`config.mk`:
```
export PLATFORM = sky130hd
export DESIGN_NAME = fpu_cpu_interface_flat
export DESIGN_NICKNAME = d
export VERILOG_FILES = /design/src/rtl/fpu_cpu_interface_pkg.sv /design/src/rtl/fpu_cpu_interface_if.sv /design/src/rtl/fpu_cpu_interface.sv /design/src/flat_wrapper.sv
export SDC_FILE = /design/constraint.sdc
export NUM_CORES = 1
export LEC_CHECK = 0
export BUFFER_PORTS_ARGS = -buffer_cell sky130_fd_sc_hd__buf_2
export CAP_MARGIN = 20
export CORE_AREA = 8 8 170 172
export CTS_BUF_LIST = sky130_fd_sc_hd__clkbuf_16
export CTS_CLUSTER_SIZE = 25
export DETAILED_ROUTE_END_ITERATION = 8
export DIE_AREA = 0 0 178 180
export GPL_TIMING_DRIVEN = 0
export PLACE_DENSITY = 0.55
export SYNTH_ARGS = -nofsm -noshare
export SYNTH_HDL_FRONTEND = slang
export SYNTH_SLANG_ARGS = --single-unit
```
`constraint.sdc`:
```
create_clock -name clk -period 2.47 [get_ports clk]
set_clock_uncertainty 0.1 [all_clocks]
set_input_delay 0.1235 -clock clk [delete_from_list [all_inputs] [get_ports clk]]
set_output_delay 0.1235 -clock clk [all_outputs]
set_load 0.01 [all_outputs]
```
`src/rtl/fpu_cpu_interface_pkg.sv`:
```
// rtl/fpu_cpu_interface_pkg.sv - shared types and constants for the CPU/FPU escape-opcode bridge
package fpu_if_pkg;

    typedef enum logic [2:0] {
        IDLE,
        DECODE,
        WAIT_DATA,
        EXECUTE,
        WAIT_DONE
    } fpu_state_e;

    localparam logic [15:0] CW_RESET = 16'h037F;

    // An error only raises an exception if at least one flagged condition is unmasked in the CW.
    function automatic logic unmasked_fault(input logic [15:0] status, input logic [15:0] cw);
        return |(status[5:0] & ~cw[5:0]);
    endfunction

endpackage

```
`src/rtl/fpu_cpu_interface_if.sv`:
```
// rtl/fpu_cpu_interface_if.sv - CPU-side and core-side signal bundle of the FPU bridge
interface fpu_cpu_interface_if;

    logic        cpu_fpu_instr_valid;
    logic [7:0]  cpu_fpu_opcode;
    logic [7:0]  cpu_fpu_modrm;
    logic        cpu_fpu_instr_ack;
    logic        cpu_fpu_has_memory_op;
    logic [1:0]  cpu_fpu_operand_size;
    logic        cpu_fpu_is_integer;
    logic        cpu_fpu_is_bcd;
    logic        cpu_fpu_data_write;
    logic        cpu_fpu_data_read;
    logic [2:0]  cpu_fpu_data_size;
    logic [79:0] cpu_fpu_data_in;
    logic [79:0] cpu_fpu_data_out;
    logic        cpu_fpu_data_ready;
    logic        cpu_fpu_busy;
    logic        cpu_fpu_ready;
    logic        cpu_fpu_wait;
    logic [15:0] cpu_fpu_status_word;
    logic        cpu_fpu_exception;
    logic        cpu_fpu_irq;
    logic [15:0] cpu_fpu_control_word;
    logic        cpu_fpu_ctrl_write;

    logic        fpu_start;
    logic [7:0]  fpu_operation;
    logic [7:0]  fpu_operand_select;
    logic [79:0] fpu_operand_data;
    logic        fpu_has_memory_op;
    logic [1:0]  fpu_operand_size;
    logic        fpu_is_integer;
    logic        fpu_is_bcd;
    logic        fpu_operation_complete;
    logic [79:0] fpu_result_data;
    logic [15:0] fpu_status;
    logic        fpu_error;
    logic [15:0] fpu_control_reg;
    logic        fpu_control_update;

    modport slave (
        input  cpu_fpu_instr_valid, cpu_fpu_opcode, cpu_fpu_modrm,
        input  cpu_fpu_has_memory_op, cpu_fpu_operand_size, cpu_fpu_is_integer, cpu_fpu_is_bcd,
        input  cpu_fpu_data_write, cpu_fpu_data_read, cpu_fpu_data_size, cpu_fpu_data_in,
        input  cpu_fpu_wait, cpu_fpu_control_word, cpu_fpu_ctrl_write,
        input  fpu_operation_complete, fpu_result_data, fpu_status, fpu_error,
        output cpu_fpu_instr_ack, cpu_fpu_data_out, cpu_fpu_data_ready,
        output cpu_fpu_busy, cpu_fpu_ready, cpu_fpu_status_word, cpu_fpu_exception, cpu_fpu_irq,
        output fpu_start, fpu_operation, fpu_operand_select, fpu_operand_data,
        output fpu_has_memory_op, fpu_operand_size, fpu_is_integer, fpu_is_bcd,
        output fpu_control_reg, fpu_control_update
    );

    modport master (
        output cpu_fpu_instr_valid, cpu_fpu_opcode, cpu_fpu_modrm,
        output cpu_fpu_has_memory_op, cpu_fpu_operand_size, cpu_fpu_is_integer, cpu_fpu_is_bcd,
        output cpu_fpu_data_write, cpu_fpu_data_read, cpu_fpu_data_size, cpu_fpu_data_in,
        output cpu_fpu_wait, cpu_fpu_control_word, cpu_fpu_ctrl_write,
        output fpu_operation_complete, fpu_result_data, fpu_status, fpu_error,
        input  cpu_fpu_instr_ack, cpu_fpu_data_out, cpu_fpu_data_ready,
        input  cpu_fpu_busy, cpu_fpu_ready, cpu_fpu_status_word, cpu_fpu_exception, cpu_fpu_irq,
        input  fpu_start, fpu_operation, fpu_operand_select, fpu_operand_data,
        input  fpu_has_memory_op, fpu_operand_size, fpu_is_integer, fpu_is_bcd,
        input  fpu_control_reg, fpu_control_update
    );

endinterface

```
`src/rtl/fpu_cpu_interface.sv`:
```
// rtl/fpu_cpu_interface.sv - one-instruction-at-a-time handshake bridge between CPU escape path and FPU core
module fpu_cpu_interface
    import fpu_if_pkg::*;
#(
    parameter logic [15:0] CW_RESET_VAL = CW_RESET
) (
    input  logic                 clk,
    input  logic                 reset,
    fpu_cpu_interface_if.slave   bus
);

    fpu_state_e  state, state_next;

    logic        instr_ack_q;
    logic [7:0]  operation_q;
    logic [7:0]  operand_select_q;
    logic [79:0] operand_data_q;
    logic        has_mem_q;
    logic [1:0]  operand_size_q;
    logic        is_integer_q;
    logic        is_bcd_q;
    logic [79:0] data_out_q;
    logic        data_ready_q;
    logic [15:0] status_word_q;
    logic        exception_q;
    logic [15:0] control_q;
    logic        control_update_q;

    // WAIT is only meaningful to the CPU and the transfer size is implied by the latched format.
    logic        unused_inputs;
    assign unused_inputs = &{1'b0, bus.cpu_fpu_wait, bus.cpu_fpu_data_size};

    always_ff @(posedge clk) begin
        if (reset) state <= IDLE;
        else       state <= state_next;
    end

    always_comb begin
        state_next = state;
        case (state)
            IDLE:      if (bus.cpu_fpu_instr_valid)    state_next = DECODE;
            DECODE:    state_next = has_mem_q ? WAIT_DATA : EXECUTE;
            WAIT_DATA: if (bus.cpu_fpu_data_write)     state_next = EXECUTE;
            EXECUTE:   state_next = WAIT_DONE;
            WAIT_DONE: if (bus.fpu_operation_complete) state_next = IDLE;
            default:   state_next = IDLE;
        endcase
    end

    always_ff @(posedge clk) begin
        if (reset) begin
            instr_ack_q      <= 1'b0;
            operation_q      <= '0;
            operand_select_q <= '0;
            operand_data_q   <= '0;
            has_mem_q        <= 1'b0;
            operand_size_q   <= '0;
            is_integer_q     <= 1'b0;
            is_bcd_q         <= 1'b0;
            data_out_q       <= '0;
            data_ready_q     <= 1'b0;
            status_word_q    <= '0;
            exception_q      <= 1'b0;
            control_q        <= CW_RESET_VAL;
            control_update_q <= 1'b0;
        end else begin
            instr_ack_q      <= 1'b0;
            control_update_q <= bus.cpu_fpu_ctrl_write;

            if (state == IDLE && bus.cpu_fpu_instr_valid) begin
                instr_ack_q      <= 1'b1;
                operation_q      <= bus.cpu_fpu_opcode;
                operand_select_q <= bus.cpu_fpu_modrm;
                has_mem_q        <= bus.cpu_fpu_has_memory_op;
                operand_size_q   <= bus.cpu_fpu_operand_size;
                is_integer_q     <= bus.cpu_fpu_is_integer;
                is_bcd_q         <= bus.cpu_fpu_is_bcd;
                data_ready_q     <= 1'b0;
            end

            if (state == WAIT_DATA && bus.cpu_fpu_data_write)
                operand_data_q <= bus.cpu_fpu_data_in;

            if (bus.cpu_fpu_data_read)
                data_ready_q <= 1'b0;

            // A fresh result outranks a same-cycle read of the previous one.
            if (state == WAIT_DONE && bus.fpu_operation_complete) begin
                data_out_q    <= bus.fpu_result_data;
                data_ready_q  <= 1'b1;
                status_word_q <= bus.fpu_status;
                if (bus.fpu_error && unmasked_fault(bus.fpu_status, control_q))
                    exception_q <= 1'b1;
            end

            // Placed last so a CW load always wins the exception clear.
            if (bus.cpu_fpu_ctrl_write) begin
                control_q   <= bus.cpu_fpu_control_word;
                exception_q <= 1'b0;
            end
        end
    end

    assign bus.cpu_fpu_instr_ack   = instr_ack_q;
    assign bus.cpu_fpu_data_out    = data_out_q;
    assign bus.cpu_fpu_data_ready  = data_ready_q;
    assign bus.cpu_fpu_busy        = (state != IDLE);
    assign bus.cpu_fpu_ready       = (state == IDLE);
    assign bus.cpu_fpu_status_word = status_word_q;
    assign bus.cpu_fpu_exception   = exception_q;
    assign bus.cpu_fpu_irq         = exception_q & ~control_q[7];
    assign bus.fpu_start           = (state == EXECUTE);
    assign bus.fpu_operation       = operation_q;
    assign bus.fpu_operand_select  = operand_select_q;
    assign bus.fpu_operand_data    = operand_data_q;
    assign bus.fpu_has_memory_op   = has_mem_q;
    assign bus.fpu_operand_size    = operand_size_q;
    assign bus.fpu_is_integer      = is_integer_q;
    assign bus.fpu_is_bcd          = is_bcd_q;
    assign bus.fpu_control_reg     = control_q;
    assign bus.fpu_control_update  = control_update_q;

endmodule

```
`src/flat_wrapper.sv`:
```
// flat-port wrapper written by rule: the top's interface ports become plain ports
module fpu_cpu_interface_flat import fpu_if_pkg::*;
#(
    parameter logic [15:0] CW_RESET_VAL = CW_RESET
)
  (clk, reset, bus_cpu_fpu_instr_valid, bus_cpu_fpu_opcode, bus_cpu_fpu_modrm, bus_cpu_fpu_has_memory_op, bus_cpu_fpu_operand_size, bus_cpu_fpu_is_integer, bus_cpu_fpu_is_bcd, bus_cpu_fpu_data_write, bus_cpu_fpu_data_read, bus_cpu_fpu_data_size, bus_cpu_fpu_data_in, bus_cpu_fpu_wait, bus_cpu_fpu_control_word, bus_cpu_fpu_ctrl_write, bus_fpu_operation_complete, bus_fpu_result_data, bus_fpu_status, bus_fpu_error, bus_cpu_fpu_instr_ack, bus_cpu_fpu_data_out, bus_cpu_fpu_data_ready, bus_cpu_fpu_busy, bus_cpu_fpu_ready, bus_cpu_fpu_status_word, bus_cpu_fpu_exception, bus_cpu_fpu_irq, bus_fpu_start, bus_fpu_operation, bus_fpu_operand_select, bus_fpu_operand_data, bus_fpu_has_memory_op, bus_fpu_operand_size, bus_fpu_is_integer, bus_fpu_is_bcd, bus_fpu_control_reg, bus_fpu_control_update);
  fpu_cpu_interface_if bus_i ();
  input  logic clk;
  input  logic reset;
  input wire logic [$bits(bus_i.cpu_fpu_instr_valid)-1:0] bus_cpu_fpu_instr_valid;
  input wire logic [$bits(bus_i.cpu_fpu_opcode)-1:0] bus_cpu_fpu_opcode;
  input wire logic [$bits(bus_i.cpu_fpu_modrm)-1:0] bus_cpu_fpu_modrm;
  input wire logic [$bits(bus_i.cpu_fpu_has_memory_op)-1:0] bus_cpu_fpu_has_memory_op;
  input wire logic [$bits(bus_i.cpu_fpu_operand_size)-1:0] bus_cpu_fpu_operand_size;
  input wire logic [$bits(bus_i.cpu_fpu_is_integer)-1:0] bus_cpu_fpu_is_integer;
  input wire logic [$bits(bus_i.cpu_fpu_is_bcd)-1:0] bus_cpu_fpu_is_bcd;
  input wire logic [$bits(bus_i.cpu_fpu_data_write)-1:0] bus_cpu_fpu_data_write;
  input wire logic [$bits(bus_i.cpu_fpu_data_read)-1:0] bus_cpu_fpu_data_read;
  input wire logic [$bits(bus_i.cpu_fpu_data_size)-1:0] bus_cpu_fpu_data_size;
  input wire logic [$bits(bus_i.cpu_fpu_data_in)-1:0] bus_cpu_fpu_data_in;
  input wire logic [$bits(bus_i.cpu_fpu_wait)-1:0] bus_cpu_fpu_wait;
  input wire logic [$bits(bus_i.cpu_fpu_control_word)-1:0] bus_cpu_fpu_control_word;
  input wire logic [$bits(bus_i.cpu_fpu_ctrl_write)-1:0] bus_cpu_fpu_ctrl_write;
  input wire logic [$bits(bus_i.fpu_operation_complete)-1:0] bus_fpu_operation_complete;
  input wire logic [$bits(bus_i.fpu_result_data)-1:0] bus_fpu_result_data;
  input wire logic [$bits(bus_i.fpu_status)-1:0] bus_fpu_status;
  input wire logic [$bits(bus_i.fpu_error)-1:0] bus_fpu_error;
  output wire logic [$bits(bus_i.cpu_fpu_instr_ack)-1:0] bus_cpu_fpu_instr_ack;
  output wire logic [$bits(bus_i.cpu_fpu_data_out)-1:0] bus_cpu_fpu_data_out;
  output wire logic [$bits(bus_i.cpu_fpu_data_ready)-1:0] bus_cpu_fpu_data_ready;
  output wire logic [$bits(bus_i.cpu_fpu_busy)-1:0] bus_cpu_fpu_busy;
  output wire logic [$bits(bus_i.cpu_fpu_ready)-1:0] bus_cpu_fpu_ready;
  output wire logic [$bits(bus_i.cpu_fpu_status_word)-1:0] bus_cpu_fpu_status_word;
  output wire logic [$bits(bus_i.cpu_fpu_exception)-1:0] bus_cpu_fpu_exception;
  output wire logic [$bits(bus_i.cpu_fpu_irq)-1:0] bus_cpu_fpu_irq;
  output wire logic [$bits(bus_i.fpu_start)-1:0] bus_fpu_start;
  output wire logic [$bits(bus_i.fpu_operation)-1:0] bus_fpu_operation;
  output wire logic [$bits(bus_i.fpu_operand_select)-1:0] bus_fpu_operand_select;
  output wire logic [$bits(bus_i.fpu_operand_data)-1:0] bus_fpu_operand_data;
  output wire logic [$bits(bus_i.fpu_has_memory_op)-1:0] bus_fpu_has_memory_op;
  output wire logic [$bits(bus_i.fpu_operand_size)-1:0] bus_fpu_operand_size;
  output wire logic [$bits(bus_i.fpu_is_integer)-1:0] bus_fpu_is_integer;
  output wire logic [$bits(bus_i.fpu_is_bcd)-1:0] bus_fpu_is_bcd;
  output wire logic [$bits(bus_i.fpu_control_reg)-1:0] bus_fpu_control_reg;
  output wire logic [$bits(bus_i.fpu_control_update)-1:0] bus_fpu_control_update;
  assign bus_i.cpu_fpu_instr_valid = bus_cpu_fpu_instr_valid;
  assign bus_i.cpu_fpu_opcode = bus_cpu_fpu_opcode;
  assign bus_i.cpu_fpu_modrm = bus_cpu_fpu_modrm;
  assign bus_i.cpu_fpu_has_memory_op = bus_cpu_fpu_has_memory_op;
  assign bus_i.cpu_fpu_operand_size = bus_cpu_fpu_operand_size;
  assign bus_i.cpu_fpu_is_integer = bus_cpu_fpu_is_integer;
  assign bus_i.cpu_fpu_is_bcd = bus_cpu_fpu_is_bcd;
  assign bus_i.cpu_fpu_data_write = bus_cpu_fpu_data_write;
  assign bus_i.cpu_fpu_data_read = bus_cpu_fpu_data_read;
  assign bus_i.cpu_fpu_data_size = bus_cpu_fpu_data_size;
  assign bus_i.cpu_fpu_data_in = bus_cpu_fpu_data_in;
  assign bus_i.cpu_fpu_wait = bus_cpu_fpu_wait;
  assign bus_i.cpu_fpu_control_word = bus_cpu_fpu_control_word;
  assign bus_i.cpu_fpu_ctrl_write = bus_cpu_fpu_ctrl_write;
  assign bus_i.fpu_operation_complete = bus_fpu_operation_complete;
  assign bus_i.fpu_result_data = bus_fpu_result_data;
  assign bus_i.fpu_status = bus_fpu_status;
  assign bus_i.fpu_error = bus_fpu_error;
  assign bus_cpu_fpu_instr_ack = bus_i.cpu_fpu_instr_ack;
  assign bus_cpu_fpu_data_out = bus_i.cpu_fpu_data_out;
  assign bus_cpu_fpu_data_ready = bus_i.cpu_fpu_data_ready;
  assign bus_cpu_fpu_busy = bus_i.cpu_fpu_busy;
  assign bus_cpu_fpu_ready = bus_i.cpu_fpu_ready;
  assign bus_cpu_fpu_status_word = bus_i.cpu_fpu_status_word;
  assign bus_cpu_fpu_exception = bus_i.cpu_fpu_exception;
  assign bus_cpu_fpu_irq = bus_i.cpu_fpu_irq;
  assign bus_fpu_start = bus_i.fpu_start;
  assign bus_fpu_operation = bus_i.fpu_operation;
  assign bus_fpu_operand_select = bus_i.fpu_operand_select;
  assign bus_fpu_operand_data = bus_i.fpu_operand_data;
  assign bus_fpu_has_memory_op = bus_i.fpu_has_memory_op;
  assign bus_fpu_operand_size = bus_i.fpu_operand_size;
  assign bus_fpu_is_integer = bus_i.fpu_is_integer;
  assign bus_fpu_is_bcd = bus_i.fpu_is_bcd;
  assign bus_fpu_control_reg = bus_i.fpu_control_reg;
  assign bus_fpu_control_update = bus_i.fpu_control_update;
  fpu_cpu_interface #(.CW_RESET_VAL(CW_RESET_VAL)) u_core (.clk(clk), .reset(reset), .bus(bus_i));
endmodule
```
==> metrics.md <==
| Metric | Value |
|---|---|
| Mean post-synth cell area | `8.093 sq um` |
| 1st-pass router iterations | `4` |
| WL/cell | `16.84 um` |
| Post-synthesis register bit count | `220` |
| Routability-driven placement congestion ratio | `0.8311` |
| Delay-heaviest family, CP | `buffers and inverters` |
| Dpl hpwl | `24520 um` |
| Sink Count | `220` |
| Register area | `0.004404 sq mm` |
| Hold WC Path Type | `primary input to flop` |
| Leakage | `6.010 nW` |
| Synth warnings | `0` |
| CTS Buf Count | `25` |
| Synth cell count leaders | `nand2_1, dfxtp_1, a21oi_1` |
| Multi-input gate area | `0.002914 sq mm` |
| Area share of the largest cell type after synthesis | `57.04%` |
| Routed vias/inst | `4.471` |
| Crit path capture type | `flop` |
| Max incr delay on CP | `560 ps` |
| Routed vias | `8924` |
| Relative slew slack | `53.15%` |
| Fin crit period | `2104 ps` |
| Initial Utilization | `29.30%` |
| Outcome | `finished clean` |
| Critical path buffers and inverters | `4` |
| Slew @ Worst Pin | `702.7 ps` |
| Critical Path AT | `2440 ps` |
| Largest net degree at the start of global routing | `13` |
| Non-Filler Instances | `1996` |
| Most common flop cell mapped by yosys | `dfxtp_1` |
| R2R Path End | `u_core.bus.cpu_fpu_exception$_SDFFE_PP0P_` |
| Initial antenna violation count | `2` |
| Layout Nets | `1866` |
| Max Used Layer | `met4` |
| Crit-path slowest cell | `dlygate4sd3_1` |
| Htree depth | `1` |
| Max VDD drop | `0.5618 mV` |
| Library cells used by synthesis | `29` |
| Die W | `178 um` |
| Share of layout cells above drive strength 1 | `31.03%` |
| WHS Path Cells | `4` |
| Mapped Cells | `954` |
| Core ar. | `0.02635 sq mm` |
| Layout fillers | `2506` |
| DR iter-0 viols | `330` |
| Residual DRC | `0` |
| Port Buf Inserts | `440` |
| Crit share post-route | `85.19%` |
| Number of nets still failing antenna checks after routing | `0` |
| Syn nets | `1179` |
| Setup slack, reg-to-reg | `370 ps` |
| Async S/R FF share, synth | `0%` |
| Startpoint types | `flop` |
| Critical-path cell list | `buf_6 -> nor4bb_1 -> buf_2 -> buf_4 -> a31oi_1 -> dlygate4sd3_1 -> a21oi_1` |
| Cell Area, Synth | `0.007721 sq mm` |
| Power Total | `9.359 mW` |
| Die Ht | `180 um` |
| Postcts setup bufs | `0` |
| Most common cell in the netlist | `nand2_1` |
| Die area | `0.03204 sq mm` |
| Worst path depth | `7` |
| R2R depth | `7` |
| Routed wl met2 | `16550 um` |
| RSZ-0062 raised after global routing | `no` |
| Critical Path RT | `2810 ps` |
| Setup Crit Path Kind | `flop to flop` |
| Met1 WL | `13060 um` |
| Clk root buf | `clkbuf_16` |
| Hold violation count in the final report | `0` |
| Sum Neg Setup Slack | `0 ps` |
| All-Layer GR Usage | `19.80%` |
| Global-route wire length before repair | `51420 um` |
| Crit-path max FO | `10` |
| Sequential area share after synthesis | `57.04%` |
| Hold endpoint | `u_core.bus.cpu_fpu_exception$_SDFFE_PP0P_` |
| P per Cell Area | `704.0 mW/mm^2` |
| Layout area overhead | `72.18%` |
| # rows | `60` |
| Routed wire length | `33610 um` |
| CTS tree | `built` |
| Clock Latency Late Sink | `510 ps` |
| Post-synth EDFFs | `0` |
| Max Slew Vio Count | `0` |
| Vias in the first global route | `9473` |
| Final setup fails | `0` |
| Global route overflow | `0` |
| Placed instance count | `1735` |
| Synth area leader | `dfxtp_1` |
| Max Clk Rate | `475.2 MHz` |
| # Max-Cap Violations | `0` |
| Clock slew at reported path FFs | `60 ps` |
| Met3 wire len | `2741 um` |
| I/O pins | `446` |
| Longest Clk Path Bufs | `3` |
| RR Startpoint | `u_core.state[2]$_SDFFE_PP0P_` |
| Synth area leaders | `dfxtp_1, nand2_1, a21oi_1, buf_2, mux2i_1` |
| Hold path start | `bus_cpu_fpu_ctrl_write` |
==> area by class of cell <==
cell class,count,area share [%]
plain buffers,74,2.889
diodes,2,0.03765
clock buffers,25,4.706
multi-input cells,655,21.92
repair buffers,660,33.13
well taps,341,3.209
flip-flops and latches,220,33.13
inverters,5,0.1412
clock inverters,14,0.8376
==> routing by layer <==
layer | vias to the layer above | track usage, %
li1 | 4449 | -
met1 | 4030 | 21.49
met2 | 364 | 35.30
met3 | 81 | 5.721
met4 | 0 | 7.939
met5 | - | 0
==> worst max path at each step <==
stage / start / end / slack, ps
global placement: reset / u_core.bus.fpu_operand_size[0]$_SDFFE_PP0P_ / 530
CTS: u_core.state[2]$_SDFFE_PP0P_ / u_core.bus.cpu_fpu_exception$_SDFFE_PP0P_ / 350
detailed placement: reset / u_core.bus.fpu_operand_size[0]$_SDFFE_PP0P_ / 530
finish: u_core.state[2]$_SDFFE_PP0P_ / u_core.bus.cpu_fpu_exception$_SDFFE_PP0P_ / 370
floorplan: u_core.state[2]$_SDFFE_PP0P_ / u_core.bus.fpu_has_memory_op$_SDFFE_PP0P_ / 930
global route: u_core.state[2]$_SDFFE_PP0P_ / u_core.bus.cpu_fpu_exception$_SDFFE_PP0P_ / 240
==> metrics by stage <==
stage	cell area [sq um]	hold slack [ps]	worst slack (ps)	utilization, %
final	13290	66.42	365.7	50.45
after global routing	13290	109.2	242.7	50.45
after CTS	13290	32.88	350.8	50.43
after detailed placement	10350	246.6	527.7	39.28
after global placement	10350	241.6	528.3	39.28
after floorplan	7721	152.0	932.7	-
==> placed cells by master, fill, tap and decap left out, drive strengths merged, types with 2 or more instances in the layout <==
master,instances
a2111oi,2
dlygate4sd3,220
dfxtp,220
buf,482
nor4b,2
clkbuf,57
nor2b,7
nor2,11
diode,2
nand4bb,2
bufinv,2
mux2i,13
a21oi,199
clkinv,8
nor3,2
nand2,403
inv,8
o211ai,3
nor4bb,2
==> report_power, final <==
| part | total (mW) | leakage [nW] | internal, mW | switching [mW] |
|---|---|---|---|---|
| clock | 3.44 | 0.373 | 2.02 | 1.43 |
| combinational | 1.96 | 3.85 | 0.894 | 1.06 |
| sequential | 3.96 | 1.78 | 3.82 | 0.139 |
==> repair_timing <==
item,4_1_cts,5_1_grt
endpoints found under the hold margin,217,0
resized for setup,0,0
hold buffers,220,0
==> logic make-up (layout without fill, tap and decap cells) <==
family / Yosys count / in the layout / synth area share [%]
AOI/OAI and AO/OA: 206 / 206 / 13.61
xor gates and xnor gates: 1 / 1 / 0.1135
buffers and inverters: 79 / 778 / 5.218
DFF: 220 / 220 / 57.04
muxes: 13 / 13 / 1.685
other: 0 / 2 / 0
and+or+nand+nor: 435 / 435 / 22.33
==> worst reg2reg max path: cells and delay by family (launching register included) <==
family	cells	cell delay, ps
DFF	1	350
buffers and inverters	4	1180
and+or+nand+nor	1	180
AOI/OAI and AO/OA	2	240
(Power assumes the default switching activity.)
